**src/rtl/clock_set_ctrl_pkg.sv**
```systemverilog
// Shared definitions for the clock time-set controller: state encoding and
// the default hold-to-accelerate threshold.
package clock_set_ctrl_pkg;

   typedef enum logic [2:0] {
      ST_RUN      = 3'd0,
      ST_HR_SLOW  = 3'd1,
      ST_HR_FAST  = 3'd2,
      ST_MIN_SLOW = 3'd3,
      ST_MIN_FAST = 3'd4
   } set_state_t;

   localparam int DEFAULT_FAST_THRESHOLD = 4;
   localparam int ACCEL_CNT_W            = 4;

endpackage

```
**src/rtl/clock_set_ctrl_accel_counter.sv**
```systemverilog
// Saturating slow-set increment counter; o_reached reflects the value the
// counter holds after this cycle's update, so the FSM can switch on that edge.
module set_accel_counter
   import clock_set_ctrl_pkg::*;
#(
   parameter int THRESHOLD = DEFAULT_FAST_THRESHOLD
) (
   input  logic i_clk,
   input  logic i_reset_n,
   input  logic i_clr,
   input  logic i_inc,
   output logic o_reached
);

   localparam logic [ACCEL_CNT_W-1:0] THRESH = ACCEL_CNT_W'(THRESHOLD);
   localparam logic [ACCEL_CNT_W-1:0] CNT_MAX = '1;

   logic [ACCEL_CNT_W-1:0] count_reg;
   logic [ACCEL_CNT_W-1:0] count_next;

   always_comb begin
      count_next = count_reg;
      if (i_clr) begin
         count_next = '0;
      end else if (i_inc && (count_reg != CNT_MAX)) begin
         count_next = count_reg + 1'b1;
      end
   end

   always_ff @(posedge i_clk) begin
      if (!i_reset_n) begin
         count_reg <= '0;
      end else begin
         count_reg <= count_next;
      end
   end

   assign o_reached = (count_next >= THRESH);

endmodule

```
**src/rtl/clock_set_ctrl.sv**
```systemverilog
// Time-set mode controller with hold-to-accelerate; fast-set acceleration is
// built only when CLK_SET_ACCEL_EN is defined.
module clock_set_ctrl
   import clock_set_ctrl_pkg::*;
#(
   parameter int FAST_THRESHOLD = DEFAULT_FAST_THRESHOLD
) (
   input  logic i_clk,
   input  logic i_reset_n,
   input  logic i_1hz_stb,
   input  logic i_slow_set_stb,
   input  logic i_fast_set_stb,
   input  logic i_set_hours,
   input  logic i_set_minutes,
   output logic o_sec_inc,
   output logic o_min_inc,
   output logic o_hr_inc,
   output logic o_sec_clr,
   output logic o_setting
);

   if ((FAST_THRESHOLD < 1) || (FAST_THRESHOLD > 15)) begin : g_bad_threshold
      $error("clock_set_ctrl: FAST_THRESHOLD must be in 1..15");
   end

   set_state_t state_reg;
   logic       btn_held;
   logic       accel_reached;
   logic       sec_inc_reg, min_inc_reg, hr_inc_reg, sec_clr_reg, setting_reg;

   // Level of whichever button owns the current set state.
   assign btn_held = ((state_reg == ST_HR_SLOW) || (state_reg == ST_HR_FAST)) ?
                     i_set_hours : i_set_minutes;

`ifdef CLK_SET_ACCEL_EN
   logic accel_clr;
   logic accel_inc;

   assign accel_clr = (state_reg == ST_RUN) || !btn_held;
   assign accel_inc = ((state_reg == ST_HR_SLOW) || (state_reg == ST_MIN_SLOW)) &&
                      btn_held && i_slow_set_stb;

   set_accel_counter #(
      .THRESHOLD (FAST_THRESHOLD)
   ) u_accel_counter (
      .i_clk     (i_clk),
      .i_reset_n (i_reset_n),
      .i_clr     (accel_clr),
      .i_inc     (accel_inc),
      .o_reached (accel_reached)
   );
`else
   assign accel_reached = 1'b0;
`endif

   always_ff @(posedge i_clk) begin
      if (!i_reset_n) begin
         state_reg   <= ST_RUN;
         sec_inc_reg <= 1'b0;
         min_inc_reg <= 1'b0;
         hr_inc_reg  <= 1'b0;
         sec_clr_reg <= 1'b0;
         setting_reg <= 1'b0;
      end else begin
         sec_inc_reg <= 1'b0;
         min_inc_reg <= 1'b0;
         hr_inc_reg  <= 1'b0;
         sec_clr_reg <= 1'b0;
         case (state_reg)
            ST_RUN: begin
               // A button press wins over a coincident 1 Hz strobe so that
               // at most one increment strobe is ever active.
               if (i_set_hours) begin
                  state_reg   <= ST_HR_SLOW;
                  hr_inc_reg  <= 1'b1;
                  setting_reg <= 1'b1;
               end else if (i_set_minutes) begin
                  state_reg   <= ST_MIN_SLOW;
                  min_inc_reg <= 1'b1;
                  sec_clr_reg <= 1'b1;
                  setting_reg <= 1'b1;
               end else begin
                  sec_inc_reg <= i_1hz_stb;
                  setting_reg <= 1'b0;
               end
            end
            ST_HR_SLOW, ST_MIN_SLOW: begin
               if (!btn_held) begin
                  state_reg   <= ST_RUN;
                  setting_reg <= 1'b0;
               end else if (i_slow_set_stb) begin
                  if (state_reg == ST_HR_SLOW) begin
                     hr_inc_reg <= 1'b1;
                     if (accel_reached) state_reg <= ST_HR_FAST;
                  end else begin
                     min_inc_reg <= 1'b1;
                     if (accel_reached) state_reg <= ST_MIN_FAST;
                  end
               end
            end
`ifdef CLK_SET_ACCEL_EN
            ST_HR_FAST, ST_MIN_FAST: begin
               if (!btn_held) begin
                  state_reg   <= ST_RUN;
                  setting_reg <= 1'b0;
               end else if (state_reg == ST_HR_FAST) begin
                  hr_inc_reg <= i_fast_set_stb;
               end else begin
                  min_inc_reg <= i_fast_set_stb;
               end
            end
`endif
            default: begin
               state_reg   <= ST_RUN;
               setting_reg <= 1'b0;
            end
         endcase
      end
   end

   assign o_sec_inc = sec_inc_reg;
   assign o_min_inc = min_inc_reg;
   assign o_hr_inc  = hr_inc_reg;
   assign o_sec_clr = sec_clr_reg;
   assign o_setting = setting_reg;

endmodule

```
**config.mk**
```make
export PLATFORM = sky130hd
export DESIGN_NAME = clock_set_ctrl
export DESIGN_NICKNAME = d
export VERILOG_FILES = /design/src/rtl/clock_set_ctrl_pkg.sv /design/src/rtl/clock_set_ctrl_accel_counter.sv /design/src/rtl/clock_set_ctrl.sv
export SDC_FILE = /design/constraint.sdc
export NUM_CORES = 1
export LEC_CHECK = 0
export ABC_AREA = 1
export ABC_CLOCK_PERIOD_IN_PS = 1300
export CORE_AREA = 2 2 39 41
export DETAILED_ROUTE_END_ITERATION = 7
export DIE_AREA = 0 0 41 43
export GPL_TIMING_DRIVEN = 0
export PLACE_DENSITY_LB_ADDON = 0.05
export SLEW_MARGIN = 20
export SYNTH_ARGS = -nofsm -noshare
export SYNTH_HDL_FRONTEND = slang
export SYNTH_SLANG_ARGS = --single-unit
```
**constraint.sdc**
```tcl
create_clock -name i_clk -period 1.3 [get_ports i_clk]
set_input_delay 0.26 -clock i_clk [delete_from_list [all_inputs] [get_ports i_clk]]
set_output_delay 0.26 -clock i_clk [all_outputs]
set_load 0.005 [all_outputs]
```
==> results by stage, run 1 <==
Clocking:
- The TritonCTS clock tree is built.
- The number of levels in the clock H-tree is 1.
- The clock-pin slew on the worst setup and hold paths is 50 ps.
- Clock tree synthesis selected as its root buffer the cell sky130_fd_sc_hd__clkbuf_4.
- The number of CTS-inserted buffers is 3.
- At the later pin of the worst-skew pair, clock insertion delay measures 250 ps.
- The tree built by TritonCTS fans out to 7 sinks.
- No sink is reached through more buffers than the 2 on the longest clock path.
- The cts-stage hold buffer count is 0.

Timing:
- The number of pins with negative max-slew slack in the final report is 0.
- Static timing analysis puts the maximum clock frequency at 799.6 MHz.
- Clock skew on the completed layout was measured at 5.199 ps.
- The post-route clock period utilization is 96.20%.
- The final period demand of the worst path is 1251 ps.
- The number of endpoints with negative hold slack in the final report is 0.
- The tightest slew margin relative to the limit is 87.42%.
- Final hold analysis gives a worst-case slack of 481.6 ps.
- Setup violations remaining at the end of the flow were counted as 0.
- For the pin with the worst max-slew slack, the measured transition is 188.2 ps.

Synthesis:
- The number of library cell types mapped by synthesis is 13.
- The flop and latch count out of synthesis is 7.
- Synthesis handed over a netlist of 43 instances.
- Summed over all instances, the cell type with the most area after synthesis is sky130_fd_sc_hd__dfxtp_1.
- Each instance of the synthesized netlist takes up on average 7.944 sq um.
- The number of nets in the synthesized netlist is 54.
- Yosys attributes the largest share of cell area to sky130_fd_sc_hd__dfxtp_1, sky130_fd_sc_hd__ha_1, sky130_fd_sc_hd__nand2_1, sky130_fd_sc_hd__inv_1, sky130_fd_sc_hd__nand3_1.
- For this run, the number of Yosys warnings is 0.
- The top cell type's share of synthesized area is 41.03%.
- The sequential fraction of the synthesis area is 41.03%.
- Summing every instance area after synthesis gives 341.6 sq um.

Pwr:
- The leakage dissipation is 0.0002946 uW.
- The total power consumption of the routed design is 742.9 uW.
- In this run the power density over the cells is 1291 nW/um^2.
- The worst-case IR drop observed on VDD is 0.6406 mV.

Critical path:
- At the worst endpoint, the required time is 1430 ps.
- STA classifies the critical path startpoint as a flip-flop.
- STA puts the critical path data arrival time at 1390 ps.
- Of all nets on the critical path, the largest fanout is 3.
- Tracing the worst setup path back leads to its startpoint at state_reg[1].
- The sort of element at the end of the critical path is a flip-flop.
- The endpoint identified for the worst register-to-register timing path is state_reg[0].
- The startpoint-to-endpoint class of the critical path is flip-flop to flip-flop.
- The worst-case register-to-register setup slack is 50 ps.
- The logic depth of the worst register-to-register path is 7.
- The beginning of the worst register-to-register path is state_reg[1].

Place:
- The final weighted congestion in routability-driven placement is 0.6695.
- The port buffer count is 10.
- The HPWL after detailed placement is 560.8 microns.

Finish:
- The number of flip-flops in the largest register is 2.
- The layout overhead on the synthesized area is 68.50%.
- The fraction of final layout cells with drive strength greater than 1 is 41.67%.
- For this run, the post-layout net count is 72.
- The fill cell total of the finished layout is 149.
- 0 antenna diodes ended up in the layout.

Floorplanning:
- The height of the die is 43 microns.
- The initial utilization of the core area, before any placement, comes to 24.68%.
- 12 I/O pins were placed.
- The number of core rows is 14.
- Measured along the x axis, the die boundary spans 41 microns.
- The die covers 1763 sq um.
- The core outline area is 1384 sq um.

Detailed routing:
- Summing over every cut layer, the via total after detailed routing is 333.
- In this run, the number of DRC markers left after iteration 0 of detailed routing was 9.
- The final layout contains routed wiring with a total length of 777 microns.
- The total iterations of the first detailed-routing run is 4.
- The number of nets still failing antenna checks after routing is 0.
- The post-detailed-route via-to-cell ratio is 4.382.
- The average wire per cell in the routed design is 10.22 microns.
- The DRC violation count after routing is 0.

Worst hold path:
- The hold path startpoint is o_setting.
- The hold-critical path depth is 2.
- The worst hold-check path type is flip-flop to flip-flop.
- For hold timing, the worst endpoint is o_setting.

GRT:
- The overflow left after global routing is 0.
- Entering global routing, the biggest net connects 5 pins.
- The first-pass GRT wire length is 1.207 mm.
- The number of antenna violations at the first check in global routing is 0.
- The number of global-route vias before repair is 308.
- The overall fraction of global-route tracks in use is 10.36%.

Flow run:
- Max-cap violations in this run came to 0.

Run status:
- The run finished with clean final reports.
==> worst max-delay path: stages, from the launching register on <==
cell and delay, ps:
sky130_fd_sc_hd__dfxtp_2 320, sky130_fd_sc_hd__buf_4 140, sky130_fd_sc_hd__ha_4 150, sky130_fd_sc_hd__or2_4 260
sky130_fd_sc_hd__nand2_4 70, sky130_fd_sc_hd__nand2_2 60, sky130_fd_sc_hd__nand2_2 80, sky130_fd_sc_hd__a21oi_2 50
==> cell type report <==
type / instances / area, sq um / area share (%)
repair buffers: 13 / 123.9 / 21.52
inverters: 7 / 28.78 / 5.000
multi-input cells: 29 / 231.5 / 40.22
flip-flops and latches: 7 / 145.1 / 25.22
clock buffers: 4 / 26.28 / 4.565
well taps: 16 / 20.02 / 3.478
==> per-stage QoR <==
stage | cell area, sq um | cells | worst slack (ps) | setup TNS [ps] | utilization [%]
after floorplan | 341.6 | 43 | 40.06 | 0 | -
after global placement | 461.7 | 69 | -71.80 | -248.6 | 33.36
after detailed placement | 461.7 | 69 | -107.3 | -307.7 | 33.36
after CTS | 516.7 | 75 | 1.154 | 0 | 37.34
after global routing | 575.6 | 76 | -4.970 | -4.970 | 41.59
final | 575.6 | 76 | 49.41 | 0 | 41.59
==> cell families after synthesis <==
logic type	count (synthesis)	share of synthesized area [%]
AOI/OAI and AO/OA	4	6.959
adders and majority gates	4	14.65
buffers and inverters	7	7.694
and+or+nand+nor	21	29.67
DFF	7	41.02
==> worst max path at each step <==
| stage | endpoint | slack, ps | cells past startpoint |
|---|---|---|---|
| 6_report | state_reg[0] | 50 | 7 |
| 5_1_grt | state_reg[0] | -5 | 9 |
| 4_1_cts | o_hr_inc | 1 | 1 |
| 3_5_place_dp | state_reg[0] | -110 | 9 |
| 3_3_place_gp | o_hr_inc | -70 | 4 |
| 2_1_floorplan | state_reg[0] | 40 | 9 |
==> synth_stat cells <==
cell type	count
sky130_fd_sc_hd__a21oi_2	1
sky130_fd_sc_hd__nand3_2	1
sky130_fd_sc_hd__nor2_1	2
sky130_fd_sc_hd__nand4_1	1
sky130_fd_sc_hd__or2_2	1
sky130_fd_sc_hd__dfxtp_1	7
sky130_fd_sc_hd__nand3_1	5
sky130_fd_sc_hd__a21oi_1	3
sky130_fd_sc_hd__nand2_2	1
sky130_fd_sc_hd__or2_1	1
sky130_fd_sc_hd__inv_1	7
sky130_fd_sc_hd__nand2_1	9
sky130_fd_sc_hd__ha_1	4
==> cells in the final DEF (no fill, tap or decap) <==
cell and count:
sky130_fd_sc_hd__ha_1 1, sky130_fd_sc_hd__dlygate4sd2_1 3, sky130_fd_sc_hd__nand2_1 4, sky130_fd_sc_hd__clkbuf_4 3, sky130_fd_sc_hd__or2_2 1, sky130_fd_sc_hd__or2_4 1
sky130_fd_sc_hd__nor2_1 2, sky130_fd_sc_hd__inv_2 2, sky130_fd_sc_hd__nand3_2 1, sky130_fd_sc_hd__nand3_1 5, sky130_fd_sc_hd__a21oi_2 2, sky130_fd_sc_hd__nand4_1 1
sky130_fd_sc_hd__ha_4 2, sky130_fd_sc_hd__inv_4 1, sky130_fd_sc_hd__clkdlybuf4s50_1 5, sky130_fd_sc_hd__inv_1 4, sky130_fd_sc_hd__nand2_2 4, sky130_fd_sc_hd__dlymetal6s2s_1 2
sky130_fd_sc_hd__a21oi_1 2, sky130_fd_sc_hd__nand2_4 2, sky130_fd_sc_hd__ha_2 1, sky130_fd_sc_hd__buf_4 3, sky130_fd_sc_hd__dfxtp_4 1, sky130_fd_sc_hd__dfxtp_1 5
sky130_fd_sc_hd__dfxtp_2 1, sky130_fd_sc_hd__clkbuf_1 1
==> power breakdown <==
group	internal (uW)	total [uW]	leakage, uW	switching, uW
Clock	117	187	0.0000150	70.8
Sequential	246	269	0.0000586	22.1
Combinational	145	287	0.000221	142
Total	508	743	0.000295	235
==> what timing repair did <==
action / in CTS / in global routing
hold endpoints to repair: 0 / 0
setup buffers: 2 / 1
pin swaps: 2 / 7
resized for setup: 7 / 18
setup endpoints to repair: 8 / 5
==> layer usage <==
| metal | wire (microns) | up-vias | global-route usage (%) |
|---|---|---|---|
| met2 | 384 | 13 | 15.31 |
| li1 | - | 170 | - |
| met3 | 68 | 0 | 7.853 |
| met4 | 0 | 0 | 2.000 |
| met5 | 0 | - | 0 |
| met1 | 323 | 150 | 11.65 |
(Power assumes the default switching activity.)
==> run 2, diff against run 1 <==
GPL_ROUTABILITY_DRIVEN = 0   (was not set)
==> results of run 2 <==
No change in the layout: final DEF, timing and power equal those of run 1.
==> run 3, diff against run 2 <==
CAP_MARGIN = 5   (was not set)
==> results of run 3 <==
No change in the layout: final DEF, timing and power equal those of run 1.
